### src/rtl/cnn_pkg.sv
// Shared CNN datapath constants and activation helpers.
// Used by the conv post-processing stage and the FC stage.
package cnn_pkg;

  localparam int DATA_W  = 8;
  localparam int ACC_W   = 24;
  localparam int ACT_MAX = (1 << (DATA_W - 1)) - 1;

  function automatic logic [DATA_W-1:0] max8(
    input logic [DATA_W-1:0] a,
    input logic [DATA_W-1:0] b
  );
    // Activations are always non-negative, so an unsigned compare is exact.
    return (a > b) ? a : b;
  endfunction

  function automatic logic [DATA_W-1:0] sat_relu(
    input logic signed [ACC_W:0] s
  );
    if (s[ACC_W])
      return '0;
    else if (s > $signed((ACC_W + 1)'(ACT_MAX)))
      return DATA_W'(ACT_MAX);
    else
      return s[DATA_W-1:0];
  endfunction

endpackage

### src/rtl/relu_requant.sv
// Stage 1: bias add, ReLU, requant shift and 8-bit clamp, registered.
// Ports: valid_in/sum_in/bias/col_in/row_in in; q_out/v_out/col_out/row_out out.
module relu_requant #(
  parameter int DATA_W = cnn_pkg::DATA_W,
  parameter int ACC_W  = cnn_pkg::ACC_W,
  parameter int SHIFT  = 8,
  parameter int CW     = 5,
  parameter int RW     = 5
) (
  input  logic              clk,
  input  logic              rst_n,
  input  logic              valid_in,
  input  logic [ACC_W-1:0]  sum_in,
  input  logic [ACC_W-1:0]  bias,
  input  logic [CW-1:0]     col_in,
  input  logic [RW-1:0]     row_in,
  output logic [DATA_W-1:0] q_out,
  output logic              v_out,
  output logic [CW-1:0]     col_out,
  output logic [RW-1:0]     row_out
);
  import cnn_pkg::*;

  logic signed [ACC_W:0] t_w;
  logic signed [ACC_W:0] s_w;

  logic [DATA_W-1:0] q_d, q_q;
  logic              v_d, v_q;
  logic [CW-1:0]     col_d, col_q;
  logic [RW-1:0]     row_d, row_q;

  always_comb begin
    t_w   = $signed({sum_in[ACC_W-1], sum_in})
          + $signed({bias[ACC_W-1], bias});
    s_w   = t_w >>> SHIFT;
    v_d   = valid_in;
    q_d   = q_q;
    col_d = col_q;
    row_d = row_q;
    if (valid_in) begin
      q_d   = sat_relu(s_w);
      col_d = col_in;
      row_d = row_in;
    end
  end

  always_ff @(posedge clk or negedge rst_n) begin
    if (!rst_n) begin
      q_q   <= '0;
      v_q   <= 1'b0;
      col_q <= '0;
      row_q <= '0;
    end else begin
      q_q   <= q_d;
      v_q   <= v_d;
      col_q <= col_d;
      row_q <= row_d;
    end
  end

  assign q_out   = q_q;
  assign v_out   = v_q;
  assign col_out = col_q;
  assign row_out = row_q;

endmodule

### src/rtl/relu_requant_maxpool2x2.sv
// ReLU + requant + 2x2/stride-2 max pool over a raster conv output stream.
// Ports: valid_in/sof/sum_in/bias in; pool_out/valid_out/frame_done out.
module relu_requant_maxpool2x2 #(
  parameter int DATA_W = cnn_pkg::DATA_W,
  parameter int ACC_W  = cnn_pkg::ACC_W,
  parameter int IMG_W  = 24,
  parameter int IMG_H  = 24,
  parameter int SHIFT  = 8
) (
  input  logic              clk,
  input  logic              rst_n,
  input  logic              valid_in,
  input  logic              sof,
  input  logic [ACC_W-1:0]  sum_in,
  input  logic [ACC_W-1:0]  bias,
  output logic [DATA_W-1:0] pool_out,
  output logic              valid_out,
  output logic              frame_done
);
  import cnn_pkg::*;

  localparam int CW = (IMG_W > 1) ? $clog2(IMG_W) : 1;
  localparam int RW = (IMG_H > 1) ? $clog2(IMG_H) : 1;
  localparam int PW = IMG_W / 2;
  localparam int KW = (PW > 1) ? $clog2(PW) : 1;

  logic [CW-1:0] col_d, col_q, tag_c;
  logic [RW-1:0] row_d, row_q, tag_r;

  logic [DATA_W-1:0] q1;
  logic              v1;
  logic [CW-1:0]     c1;
  logic [RW-1:0]     r1;

  logic [DATA_W-1:0] hold_d, hold_q;
  logic [DATA_W-1:0] pool_d, pool_q;
  logic              valid_d, valid_q;
  logic              done_d, done_q;

  logic [DATA_W-1:0] rowbuf [PW];
  logic              wr_en;
  logic [DATA_W-1:0] wr_data;
  logic [KW-1:0]     k;
  logic              drop;
  logic              last;

  // sof overrides the counters so a truncated frame resyncs here.
  always_comb begin
    tag_c = col_q;
    tag_r = row_q;
    col_d = col_q;
    row_d = row_q;
    if (valid_in) begin
      if (sof) begin
        tag_c = '0;
        tag_r = '0;
      end
      if (tag_c == CW'(IMG_W - 1)) begin
        col_d = '0;
        row_d = (tag_r == RW'(IMG_H - 1)) ? '0 : tag_r + 1'b1;
      end else begin
        col_d = tag_c + 1'b1;
        row_d = tag_r;
      end
    end
  end

  relu_requant #(
    .DATA_W (DATA_W),
    .ACC_W  (ACC_W),
    .SHIFT  (SHIFT),
    .CW     (CW),
    .RW     (RW)
  ) u_s1 (
    .clk      (clk),
    .rst_n    (rst_n),
    .valid_in (valid_in),
    .sum_in   (sum_in),
    .bias     (bias),
    .col_in   (tag_c),
    .row_in   (tag_r),
    .q_out    (q1),
    .v_out    (v1),
    .col_out  (c1),
    .row_out  (r1)
  );

  // Odd trailing column/row never completes a window.
  always_comb begin
    k    = KW'(c1 >> 1);
    drop = ((IMG_W % 2 == 1) && (c1 == CW'(IMG_W - 1)))
        || ((IMG_H % 2 == 1) && (r1 == RW'(IMG_H - 1)));
    last = (k == KW'(PW - 1))
        && (RW'(r1 >> 1) == RW'(IMG_H / 2 - 1));
    hold_d  = hold_q;
    pool_d  = pool_q;
    valid_d = 1'b0;
    done_d  = 1'b0;
    wr_en   = 1'b0;
    wr_data = max8(hold_q, q1);
    if (v1 && !drop) begin
      unique case (1'b1)
        (!r1[0] && !c1[0]): hold_d = q1;
        (!r1[0] &&  c1[0]): wr_en  = 1'b1;
        ( r1[0] && !c1[0]): hold_d = max8(q1, rowbuf[k]);
        default: begin
          pool_d  = max8(hold_q, q1);
          valid_d = 1'b1;
          done_d  = last;
        end
      endcase
    end
  end

  always_ff @(posedge clk) begin
    if (wr_en)
      rowbuf[k] <= wr_data;
  end

  always_ff @(posedge clk or negedge rst_n) begin
    if (!rst_n) begin
      col_q   <= '0;
      row_q   <= '0;
      hold_q  <= '0;
      pool_q  <= '0;
      valid_q <= 1'b0;
      done_q  <= 1'b0;
    end else begin
      col_q   <= col_d;
      row_q   <= row_d;
      hold_q  <= hold_d;
      pool_q  <= pool_d;
      valid_q <= valid_d;
      done_q  <= done_d;
    end
  end

  assign pool_out   = pool_q;
  assign valid_out  = valid_q;
  assign frame_done = done_q;

endmodule

### config.mk
export PLATFORM = sky130hd
export DESIGN_NAME = relu_requant_maxpool2x2
export DESIGN_NICKNAME = d
export VERILOG_FILES = /design/src/rtl/cnn_pkg.sv /design/src/rtl/relu_requant.sv /design/src/rtl/relu_requant_maxpool2x2.sv
export SDC_FILE = /design/constraint.sdc
export NUM_CORES = 1
export LEC_CHECK = 0
export BUFFER_PORTS_ARGS = -buffer_cell sky130_fd_sc_hd__buf_2
export CAP_MARGIN = 20
export CORE_MARGIN = 2
export CORE_UTILIZATION = 35
export CTS_CLUSTER_DIAMETER = 80
export CTS_CLUSTER_SIZE = 16
export DETAILED_ROUTE_END_ITERATION = 6
export SLEW_MARGIN = 10
export SYNTH_ARGS = -nofsm -noshare
export SYNTH_HDL_FRONTEND = slang
export SYNTH_SLANG_ARGS = --single-unit
### constraint.sdc
create_clock -name clk -period 3.3 [get_ports clk]
set_input_delay 0.66 -clock clk [delete_from_list [all_inputs] [get_ports clk]]
set_output_delay 0.66 -clock clk [all_outputs]
set_load 0.05 [all_outputs]
## Yosys cells after proc, flatten, opt, wreduce, memory -nomap -nowiden

Memories as Yosys holds them, arrays and structs flattened.
Index checks and enable logic that the tools add are counted.
Widths: inputs -> output; s select.

- Flip-flop bits (word level): 47
- Output and inout port bits: 10
- Memories: 1
- Input bits: 52
- Memory bits (writable): 96
- Word-level logic and storage cells: 52

Memory list:

| name | depth | bits a word | rd ports | clocked after Yosys merged registers in | wr ports | line | source |
|---|---|---|---|---|---|---|---|
| rowbuf | 12 | 8 | 1 | 0 | 1 | relu_requant_maxpool2x2.sv:40 | `logic [DATA_W-1:0] rowbuf [PW];` |

- Bitwise operators: 1
- Reductions and logical operators: 10
- Multiplexer cells: 20
- Equal/unequal tests: 4
- Magnitude comparators: 3
- Add/subtract/negate cells: 3

Operators with widths:

| kind | number |
|---|---|
| $mux 5 | 7 |
| $mux 8 | 4 |
| $add 24x24->25 | 1 |
| $gt 17x8->1 const B | 1 |
| $gt 8x8->1 | 2 |
| $pmux 8 s2 | 1 |
| $add 5x1->5 const B | 2 |
| $eq 5x5->1 const B | 2 |
| $eq 4x4->1 const B | 2 |
| $mux 1 | 8 |
| $logic_and 1x1->1 | 4 |
| $reduce_and 2->1 | 2 |
| $reduce_or 3->1 | 1 |
| $logic_not 1->1 | 2 |
| $reduce_bool 2->1 | 1 |
| $not 1->1 | 1 |

## Depth between registers and ports, before layout

Gate-level depths: netlist of the first run.

- Word-level depth: 6
- Gate-level depth with buffers: 16
- Depth with buffers taken out: 13

## Modules after synthesis

Synthesis of the first run repeated with hierarchy kept, for this count alone.

- Cells, all modules: 660
- Area, all modules: 7892.6 sq um

Modules (own cells, without submodules):

| module | cells an instance | times used | seq. area each (sq um) | area an instance (sq um) |
|---|---|---|---|---|
| relu_requant_maxpool2x2 | 418 | 1 | 3583.4 | 5854.4 |
| relu_requant | 242 | 1 | 475.5 | 2038.2 |

## Worst setup path before layout of the first run

Ideal clock, no wire load.

- Kind: input -> register
- From: in sum_in[10]
- To: reg u_s1.q_q[0] (netlist: u_s1.q_out[0])
- Setup time: 0.177 ns
- Buffers on the path: 1
- Slack: -0.213 ns
- Required time: 3.123 ns
- Stages: 10
- Arrival: 3.336 ns
- Cells stage by stage: ha_1 buf_2 nand4_1 or4_1 a221o_1 nand3_2 mux2_4 or4_4 nor4_4 a221oi_1

- Longest elaborated chain between the ends: 4

RTL lines:

| element | line | source |
|---|---|---|
| start, declared | relu_requant_maxpool2x2.sv:14 | `input logic [ACC_W-1:0] sum_in,` |
| $add 24x24->25 (*) | relu_requant.sv:34 | `+ $signed({bias[ACC_W-1], bias});` |
| $gt 17x8->1 | cnn_pkg.sv:22 | `else if (s > $signed((ACC_W + 1)'(ACT_MAX)))` |
| $mux 8 | cnn_pkg.sv:22 |  |
| $mux 8 (*) | cnn_pkg.sv:20 | `if (s[ACC_W])` |
| end signal, assigned | relu_requant.sv:54 | `q_q <= q_d;` |
| end, declared | relu_requant.sv:27 | `logic [DATA_W-1:0] q_d, q_q;` |

Mark *: on every way between the ends. The rest lies on a longest branch, timed or not.
A chain may end at the register's enable or synchronous reset.

## Worst setup path after layout of the first run

- From: reg u_s1.col_q[1] (netlist: u_s1.col_out[1])
- To: reg hold_q[2]

- Longest elaborated chain between the ends: 4

RTL lines:

| element | line | source |
|---|---|---|
| start, declared | relu_requant.sv:29 | `logic [CW-1:0] col_d, col_q;` |
| start signal, assigned | relu_requant.sv:56 | `col_q <= col_d;` |
| $mem_v2 12x8 (*) | - |  |
| $gt 8x8->1 | cnn_pkg.sv:14 | `return (a > b) ? a : b;` |
| $mux 8 (*) | cnn_pkg.sv:14 |  |
| $pmux 8 s2 (*) | relu_requant_maxpool2x2.sv:102 | `unique case (1'b1)` |
| end signal, assigned | relu_requant_maxpool2x2.sv:131 | `hold_q <= hold_d;` |
| end, declared | relu_requant_maxpool2x2.sv:35 | `logic [DATA_W-1:0] hold_d, hold_q;` |

Marked as above.

==> reports/qor.txt, run 1 <==
number of synthesized flops with an enable pin -> 96
width of the die -> 149 µm
setup_tns -> 0 ps
slowest stage cell, crit path -> mux4_2
initial antenna violation count -> 0
1st-pass router iterations -> 5
Seq cells post-synth -> 143
Post-synth ARST share -> 32.9%
Tmin final -> 3120 ps
crit path kind -> flop to flop
Post-Syn Area per Cell -> 12.4 µm²
synth-to-layout area growth -> 19.0%
fin area -> 0.00877 mm²
CTS Buf Count -> 17
CP max FO -> 15
fin nets -> 780
Critical Path Max Stage Delay -> 520 ps
Synth area leader -> edfxtp_1
most common cell in the synthesized netlist -> edfxtp_1
CP arrival -> 3420 ps
initial core utilization -> 35.4%
vias in the first global route -> 5200
dpl cells -> 943
worst path cell trace -> buf_4 > mux4_2 > a21oi_2 > ha_1 > nor2b_1 > o21a_1 > o21a_1 > o21ai_0 > nand3b_1 > a21bo_4 > a221o_1
Fillers -> 1953
Core Area -> 0.0208 mm²
Peak VDD IR -> 0.000409 V
Worst Path Required -> 3600 ps
Core Util, Final -> 42.1%
Hold Violations, Final -> 0
clock slew at reported path FFs -> 50 ps
Final WS setup -> 182 ps
Routed WL -> 16100 µm
CP top delay family -> compound AO/OA/AOI/OAI gates
fin crit share -> 94.5%
post-synth top area share -> 39.1%
Total Power -> 5.02 mW
hold_ws -> 214 ps
CTS max path bufs -> 2
fin cells -> 975
top cells by area, synth -> edfxtp_1 39%, dfrtp_1 16%, mux4_2 7.3%
area of the mapped netlist -> 0.00737 mm²
ys flop type -> edfxtp_1
Root Buffer -> clkbuf_16
RSZ-0062 raised after global routing -> false
Boundary Pins -> 62
Post-CTS Setup Bufs -> 0
Slew @ Worst Pin -> 942 ps
GR Util All Layers -> 15.2%
Cell Rows -> 53
crit path launch type -> flop
first-pass GRT wire length -> 26300 µm
Pins Over Slew Limit -> 0
port buffer count -> 61
via/cell ratio -> 5.22
CP dominant cell by count -> o21a_1
Slew HR -> 37.0%
# resized after CTS -> 1
Buf+Inv Stages, Crit Path -> 1
outcome -> finished, final reports clean
Syn Inst Count -> 593
number of remaining DRC errors -> 0
Worst setup EP type -> flop
final-report setup violation count -> 0
largest net degree at the start of global routing -> 47
TritonCTS clock tree -> built
Leak Pwr -> 3.49 nW
total placed instance area -> 0.00824 mm²
die area -> 0.0222 mm²
Post-Place Worst Slack -> -80.6 ps
die extent in y -> 149 µm
CTS sink cnt -> 143
Initial DRC Count -> 331
Worst Skew -> 6.21 ps
Max-Cap Viols -> 0
Final ANT Viol Nets -> 0
register area share after synthesis -> 55.0%
DP HPWL -> 11800 µm
distinct cell type count after synthesis -> 57
vias -> 5089
number of diodes -> 0
routed length per instance -> 16.5 µm
Synth Net Count -> 686
Max Fclk -> 0.321 GHz
Yosys warning count -> 0
routability cong. -> 0.831
worst hold path class -> primary input to async pin
Worst-Skew Late Latency -> 420 ps
Synth top cells by count -> 96 x edfxtp_1, 52 x nand2_1, 47 x dfrtp_1, 43 x a21oi_1, 41 x ha_1
global route overflow -> 0
PwrDens -> 572 mW/mm²
CTS Hold Bufs -> 0
layout cells sized above 1 -> 26.0%
CTS H-tree depth -> 4
==> metal layers <==
layer,up-vias,wire length (µm),GRT usage (%)
li1,2456,-,-
met1,2517,7200,19.2
met2,98,8170,26.2
met3,18,550,3.39
met4,0,188,4.67
met5,-,0,0
==> worst reg2reg max path: cells and delay by family (launching register included) <==
kind / cells / cell delay [ps]
buf+inv: 1 / 180
mux: 1 / 520
compound gates: 6 / 1290
simple gates: 2 / 260
flops: 1 / 470
fa+ha+maj: 1 / 270
==> cells in the final DEF (no fill, tap or decap), types with 8 or more instances in the layout <==
cell type   n
edfxtp_1   96
buf_2      61
nand2_1    52
dfrtp_1    46
a21oi_1    40
ha_1       40
nor2_1     37
buf_4      37
inv_1      27
mux4_2     24
o21ai_0    23
mux2_2     19
nor3_1     17
clkbuf_16  17
nand3_1    12
o21a_1      9
clkinv_1    8
nand3b_1    8
a221oi_1    8
xor2_1      8
a221o_1     8
==> final timing paths <==
| path | from | endpoint | slack [ps] | cells past startpoint |
|---|---|---|---|---|
| hold / removal | rst_n | pool_out[7]$_DFFE_PN0P_ | 210 | 1 |
| setup / recovery | u_s1.col_out[1]$_DFFE_PN0P_ | hold_q[2]$_DFFE_PN0P_ | 180 | 11 |
| hold reg to reg | pool_out[2]$_DFFE_PN0P_ | pool_out[2]$_DFFE_PN0P_ | 500 | 1 |
| setup reg to reg | u_s1.col_out[1]$_DFFE_PN0P_ | hold_q[2]$_DFFE_PN0P_ | 180 | 11 |
| max in group asynchronous | rst_n | hold_q[0]$_DFFE_PN0P_ | 2460 | 2 |
| min in group clk | pool_out[2]$_DFFE_PN0P_ | pool_out[2]$_DFFE_PN0P_ | 500 | 1 |
==> flip-flops by register name, indices dropped and copies added, names as in the netlist <==
name,cells
u_s1.row_out,5
frame_done,1
u_s1.col_out,5
valid_out,1
u_s1.q_out,8
rowbuf,96
row_q,5
col_q,5
u_s1.v_out,1
pool_out,8
hold_q,8
==> power breakdown <==
part / leakage [nW] / total (mW) / switching [mW] / internal [mW]
clock network: 0.254 / 1.68 / 0.673 / 1.01
registers: 1.48 / 2.21 / 0.0892 / 2.12
logic: 1.75 / 1.13 / 0.628 / 0.500
==> cell families after synthesis <==
family,Yosys count,synth area share [%]
buffers and inverters,53,2.75
adder cells (fa/ha/maj),41,6.96
flip-flops,143,55.0
AND/OR/NAND/NOR,163,10.9
XOR/XNOR,11,1.31
AO/OA/AOI/OAI,132,11.8
multiplexers,50,11.2
==> layout make-up <==
cell class              instances  area [µm²]  area share, %
flip-flops and latches        143        4060           46.3
multi-input cells             397        3140           35.8
repair buffers                 99         603           6.87
clock buffers                  20         437           4.98
well taps                     275         344           3.92
inverters                      29         109           1.24
clock inverters                12        76.3          0.870
Note: power is estimated with default switching activity, not from simulation.
==> inputs of run 2 (changes only) <==
CORE_ASPECT_RATIO = 2   (was not set)
==> run 2 against run 1 <==
Net effect: flip-flop and latch count unchanged; fmax is 0.25% lower; hold slack worse by 86 ps; final area is 1.6% higher; largest power group unchanged; highest routed layer unchanged; cell count fell by 1.0%; utilization up 0.63 points; sequential power hardly changed; first-iteration DRC count up 6.9%; clock skew about the same.
==> reports/qor.txt, run 2 (synthesis results as in run 1) <==
initial core utilization -> 35.4%
CTS sink cnt -> 143
layout cells sized above 1 -> 26.5%
vias in the first global route -> 5564
Peak VDD IR -> 0.000375 V
Cell Rows -> 75
routed length per instance -> 17.9 µm
setup_tns -> 0 ps
max layer used -> met4
wl on met1 -> 5850 µm
port buffer count -> 61
vias -> 5150
Routed WL -> 17300 µm
most common cell after layout, fill and taps aside -> edfxtp_1
Core Area -> 0.0208 mm²
max FFs per register -> 96
Fillers -> 1959
via/cell ratio -> 5.34
Boundary Pins -> 62
total area of sequential cells -> 0.00406 mm²
synth-to-layout area growth -> 20.8%
clock slew at reported path FFs -> 60 ps
CTS Buf Count -> 17
Slew @ Worst Pin -> 817 ps
met3 wire len -> 421 µm
CP max FO -> 15
commonest cells after routing, fill and taps aside -> 96 x edfxtp_1, 61 x buf_2, 52 x nand2_1
first-pass GRT wire length -> 27700 µm
Worst setup EP type -> flop
Worst-Skew Late Latency -> 420 ps
Worst Skew -> 6.47 ps
largest net degree at the start of global routing -> 48
GR Util All Layers -> 16.2%
Final ANT Viol Nets -> 0
Slew HR -> 45.4%
TritonCTS clock tree -> built
final-report setup violation count -> 0
crit path kind -> flop to flop
number of remaining DRC errors -> 0
Root Buffer -> clkbuf_16
fin nets -> 775
DP HPWL -> 13200 µm
die extent in y -> 209 µm
total placed instance area -> 0.00819 mm²
crit path launch type -> flop
Leak Pwr -> 3.54 nW
Total Power -> 5.49 mW
CTS H-tree depth -> 4
Max Fclk -> 0.320 GHz
largest register by flop count -> rowbuf
CTS Hold Bufs -> 0
PwrDens -> 616 mW/mm²
1st-pass router iterations -> 5
area of the multi-input gates -> 0.00315 mm²
worst hold path class -> primary input to async pin
WL met2 -> 10500 µm
fin area -> 0.00891 mm²
outcome -> finished, final reports clean
Pins Over Slew Limit -> 0
global route overflow -> 0
Initial DRC Count -> 354
Max-Cap Viols -> 0
fin crit share -> 94.7%
Hold Violations, Final -> 0
routability cong. -> 0.873
Tmin final -> 3130 ps
width of the die -> 107 µm
CTS max path bufs -> 2
die area -> 0.0223 mm²
CP arrival -> 3420 ps
Worst Path Required -> 3590 ps
initial antenna violation count -> 0
-- run 2: report_power, final --
part	switching, mW	leakage, nW	total [mW]	internal [mW]
Clock	0.707	0.326	2.10	1.39
Sequential	0.0856	1.48	2.21	2.12
Combinational	0.681	1.74	1.18	0.502
-- run 2: repair_timing --
item / in CTS / in global routing
setup buffers: 0 / 0
resized for setup: 1 / 8
gates cloned: 0 / 0
setup endpoints to repair: 8 / 8
-- run 2: worst paths after layout --
| path | startpoint | end | slack, ps | depth (start not counted) |
|---|---|---|---|---|
| worst max-delay path | u_s1.col_out[1]$_DFFE_PN0P_ | hold_q[5]$_DFFE_PN0P_ | 170 | 11 |
| worst min-delay path | rst_n | row_q[3]$_DFFE_PN0P_ | 130 | 1 |
| worst max register to register | u_s1.col_out[1]$_DFFE_PN0P_ | hold_q[5]$_DFFE_PN0P_ | 170 | 11 |
| worst min register to register | hold_q[0]$_DFFE_PN0P_ | hold_q[0]$_DFFE_PN0P_ | 490 | 2 |
| max in group asynchronous | rst_n | u_s1.col_out[1]$_DFFE_PN0P_ | 2680 | 2 |
| min in group clk | hold_q[0]$_DFFE_PN0P_ | hold_q[0]$_DFFE_PN0P_ | 490 | 2 |
-- run 2: cell type report --
class,count,area share [%]
Multi-Input combinational cell,397,35.3
Inverter,29,1.22
Sequential cell,143,45.6
Tap cell,269,3.78
Antenna cell,1,0.0281
Clock inverter,7,1.28
Clock buffer,25,6.18
Timing Repair Buffer,94,6.62
-- run 2: critical path: stages, from the launching register on --
cell      delay [ps]
dfrtp_2          480
buf_8            180
mux4_2           510
a21oi_2          210
ha_1             280
nor2b_1          140
o21a_1           160
o21a_1           170
o21ai_0          140
nand3b_1         110
a21bo_4          290
a221o_1          330
-- run 2: through the flow --
step	utilization, %	worst slack, ps	cells	hold WS, ps
6_report	42.8	174	965	127
5_1_grt	42.8	-11.0	964	138
4_1_cts	42.5	34.4	963	474
3_5_place_dp	39.3	-220	931	481
3_3_place_gp	39.3	-136	931	467
2_1_floorplan	-	9.30	593	364
-- run 2: per-layer routing --
layer / track usage (%) / vias to the layer above
met3: 2.67 / 32
met2: 33.2 / 126
met5: 0 / -
met4: 6.72 / 0
li1: - / 2439
met1: 14.9 / 2553
==> inputs of run 3 (changes only) <==
clock period = 3.15 ns   (was 3.3 ns; I/O delays follow)
==> run 3 against run 2 <==
Net effect: global-route usage increased by 0.59 points; via count up 0.89%; non-clock buffer count increased by 22; clock skew up 1.1 ps; hold slack worse by 29 ps; combinational power up 18%; die area unchanged; clock power shrank 13%; largest power group unchanged; sequential share of layout area fell by 0.64 points; critical path depth increased by 2; register-to-register slack worse by 160 ps.
==> reports/qor.txt, run 3 (synthesis results as in run 1) <==
CP arrival -> 3430 ps
fin cells -> 987
1st-pass router iterations -> 4
Routed WL -> 17900 µm
Worst Path Required -> 3440 ps
total placed instance area -> 0.00838 mm²
Slew @ Worst Pin -> 882 ps
most common cell after layout, fill and taps aside -> edfxtp_1
first-pass GRT wire length -> 28500 µm
TritonCTS clock tree -> built
total area of sequential cells -> 0.00406 mm²
outcome -> finished, final reports clean
final-report setup violation count -> 0
PwrDens -> 611 mW/mm²
Fillers -> 1995
width of the die -> 107 µm
max FFs per register -> 96
routability cong. -> 0.843
Peak VDD IR -> 0.000391 V
crit path launch type -> flop
number of remaining DRC errors -> 0
Max-Cap Viols -> 0
Leak Pwr -> 3.61 nW
vias in the first global route -> 5510
Worst-Skew Late Latency -> 420 ps
die extent in y -> 209 µm
worst hold path class -> primary input to async pin
fin nets -> 798
Initial DRC Count -> 307
Root Buffer -> clkbuf_16
Boundary Pins -> 62
CTS H-tree depth -> 4
global route overflow -> 0
crit path kind -> flop to flop
largest register by flop count -> rowbuf
hold_ws -> 97.9 ps
routed length per instance -> 18.1 µm
Total Power -> 5.51 mW
clock slew at reported path FFs -> 60 ps
synth-to-layout area growth -> 22.5%
layout cells sized above 1 -> 29.8%
CTS max path bufs -> 2
fin area -> 0.00903 mm²
port buffer count -> 61
setup_tns -> 0 ps
Worst Skew -> 7.56 ps
CTS sink cnt -> 143
vias -> 5196
Max Fclk -> 0.319 GHz
Hold Violations, Final -> 0
commonest cells after routing, fill and taps aside -> 96 x edfxtp_1, 61 x buf_2, 49 x nand2_1
largest net degree at the start of global routing -> 48
via/cell ratio -> 5.26
initial core utilization -> 35.4%
Worst setup EP type -> flop
RSZ-0062 raised after global routing -> true
Core Area -> 0.0208 mm²
GR Util All Layers -> 16.7%
initial antenna violation count -> 0
number of diodes -> 0
area of the multi-input gates -> 0.00321 mm²
die area -> 0.0223 mm²
dpl cells -> 949
CP max FO -> 8
DP HPWL -> 13600 µm
fin crit share -> 99.5%
Final ANT Viol Nets -> 0
Cell Rows -> 75
Slew HR -> 41.0%
Tmin final -> 3130 ps
Pins Over Slew Limit -> 0
CTS Buf Count -> 17
-- run 3: cell types whose count changed in the layout (fill, tap and decap cells not counted), moves of 3 or more --
cell / delta
a21oi_2: +3
nand2_2: +3
buf_4: +19
a21oi_1: -4
clkbuf_16: -4
clkinv_2: +4
nand2_1: -3
-- run 3: worst max-delay path, cell delays in order (launching register included) --
cell	delay, ps
dfrtp_1	410
buf_12	130
buf_12	110
mux4_2	540
nand2_2	120
a21oi_2	70
a21oi_2	230
ha_1	290
o21a_1	110
o21a_1	160
o21ai_1	110
nand3b_1	140
a21bo_4	280
a221o_1	310
-- run 3: metrics by stage --
step	worst slack [ps]	util (%)
floorplan	-41.8	-
global placement	-209	40.2
detailed placement	-266	40.2
CTS	-8.58	43.2
global route	-119	43.4
finish	15.8	43.4
-- run 3: worst paths after layout --
check                                            start               endpoint  slack [ps]  cells past startpoint
setup / recovery           u_s1.col_out[1]$_DFFE_PN0P_  hold_q[4]$_DFFE_PN0P_          20                     13
hold / removal                                   rst_n   row_q[4]$_DFFE_PN0P_         100                      1
setup reg to reg           u_s1.col_out[1]$_DFFE_PN0P_  hold_q[4]$_DFFE_PN0P_          20                     13
hold reg to reg                  hold_q[0]$_DFFE_PN0P_  hold_q[0]$_DFFE_PN0P_         490                      2
max in group asynchronous                        rst_n  hold_q[4]$_DFFE_PN0P_        2560                      2
min in group clk                 hold_q[0]$_DFFE_PN0P_  hold_q[0]$_DFFE_PN0P_         490                      2
-- run 3: layout make-up --
class	instances	share of cell area, %
sequential	143	44.9
timing repair buffer	116	8.67
clock buffer	21	4.88
clock inverter	11	1.03
tap	269	3.73
inverter	29	1.21
multi-input combinational	398	35.6
-- run 3: timing repair --
action / in CTS / in global routing
gates cloned: 1 / 0
hold buffers: 0 / 0
pin swaps: 5 / 2
setup buffers: 2 / 2
setup endpoints to repair: 8 / 8
resized for setup: 15 / 2
-- run 3: metal layers --
layer | share of wire, % | GRT usage (%)
met1 | 35 | 16.2
met2 | 59 | 33.1
met3 | 1.9 | 2.45
met4 | 3.9 | 8.42
met5 | 0 | 0
-- run 3: report_power, final --
part	switching (mW)	total (mW)	internal [mW]
Sequential	0.0884	2.31	2.22
Combinational	0.757	1.39	0.632
Clock	0.737	1.82	1.08
Total	1.58	5.51	3.93
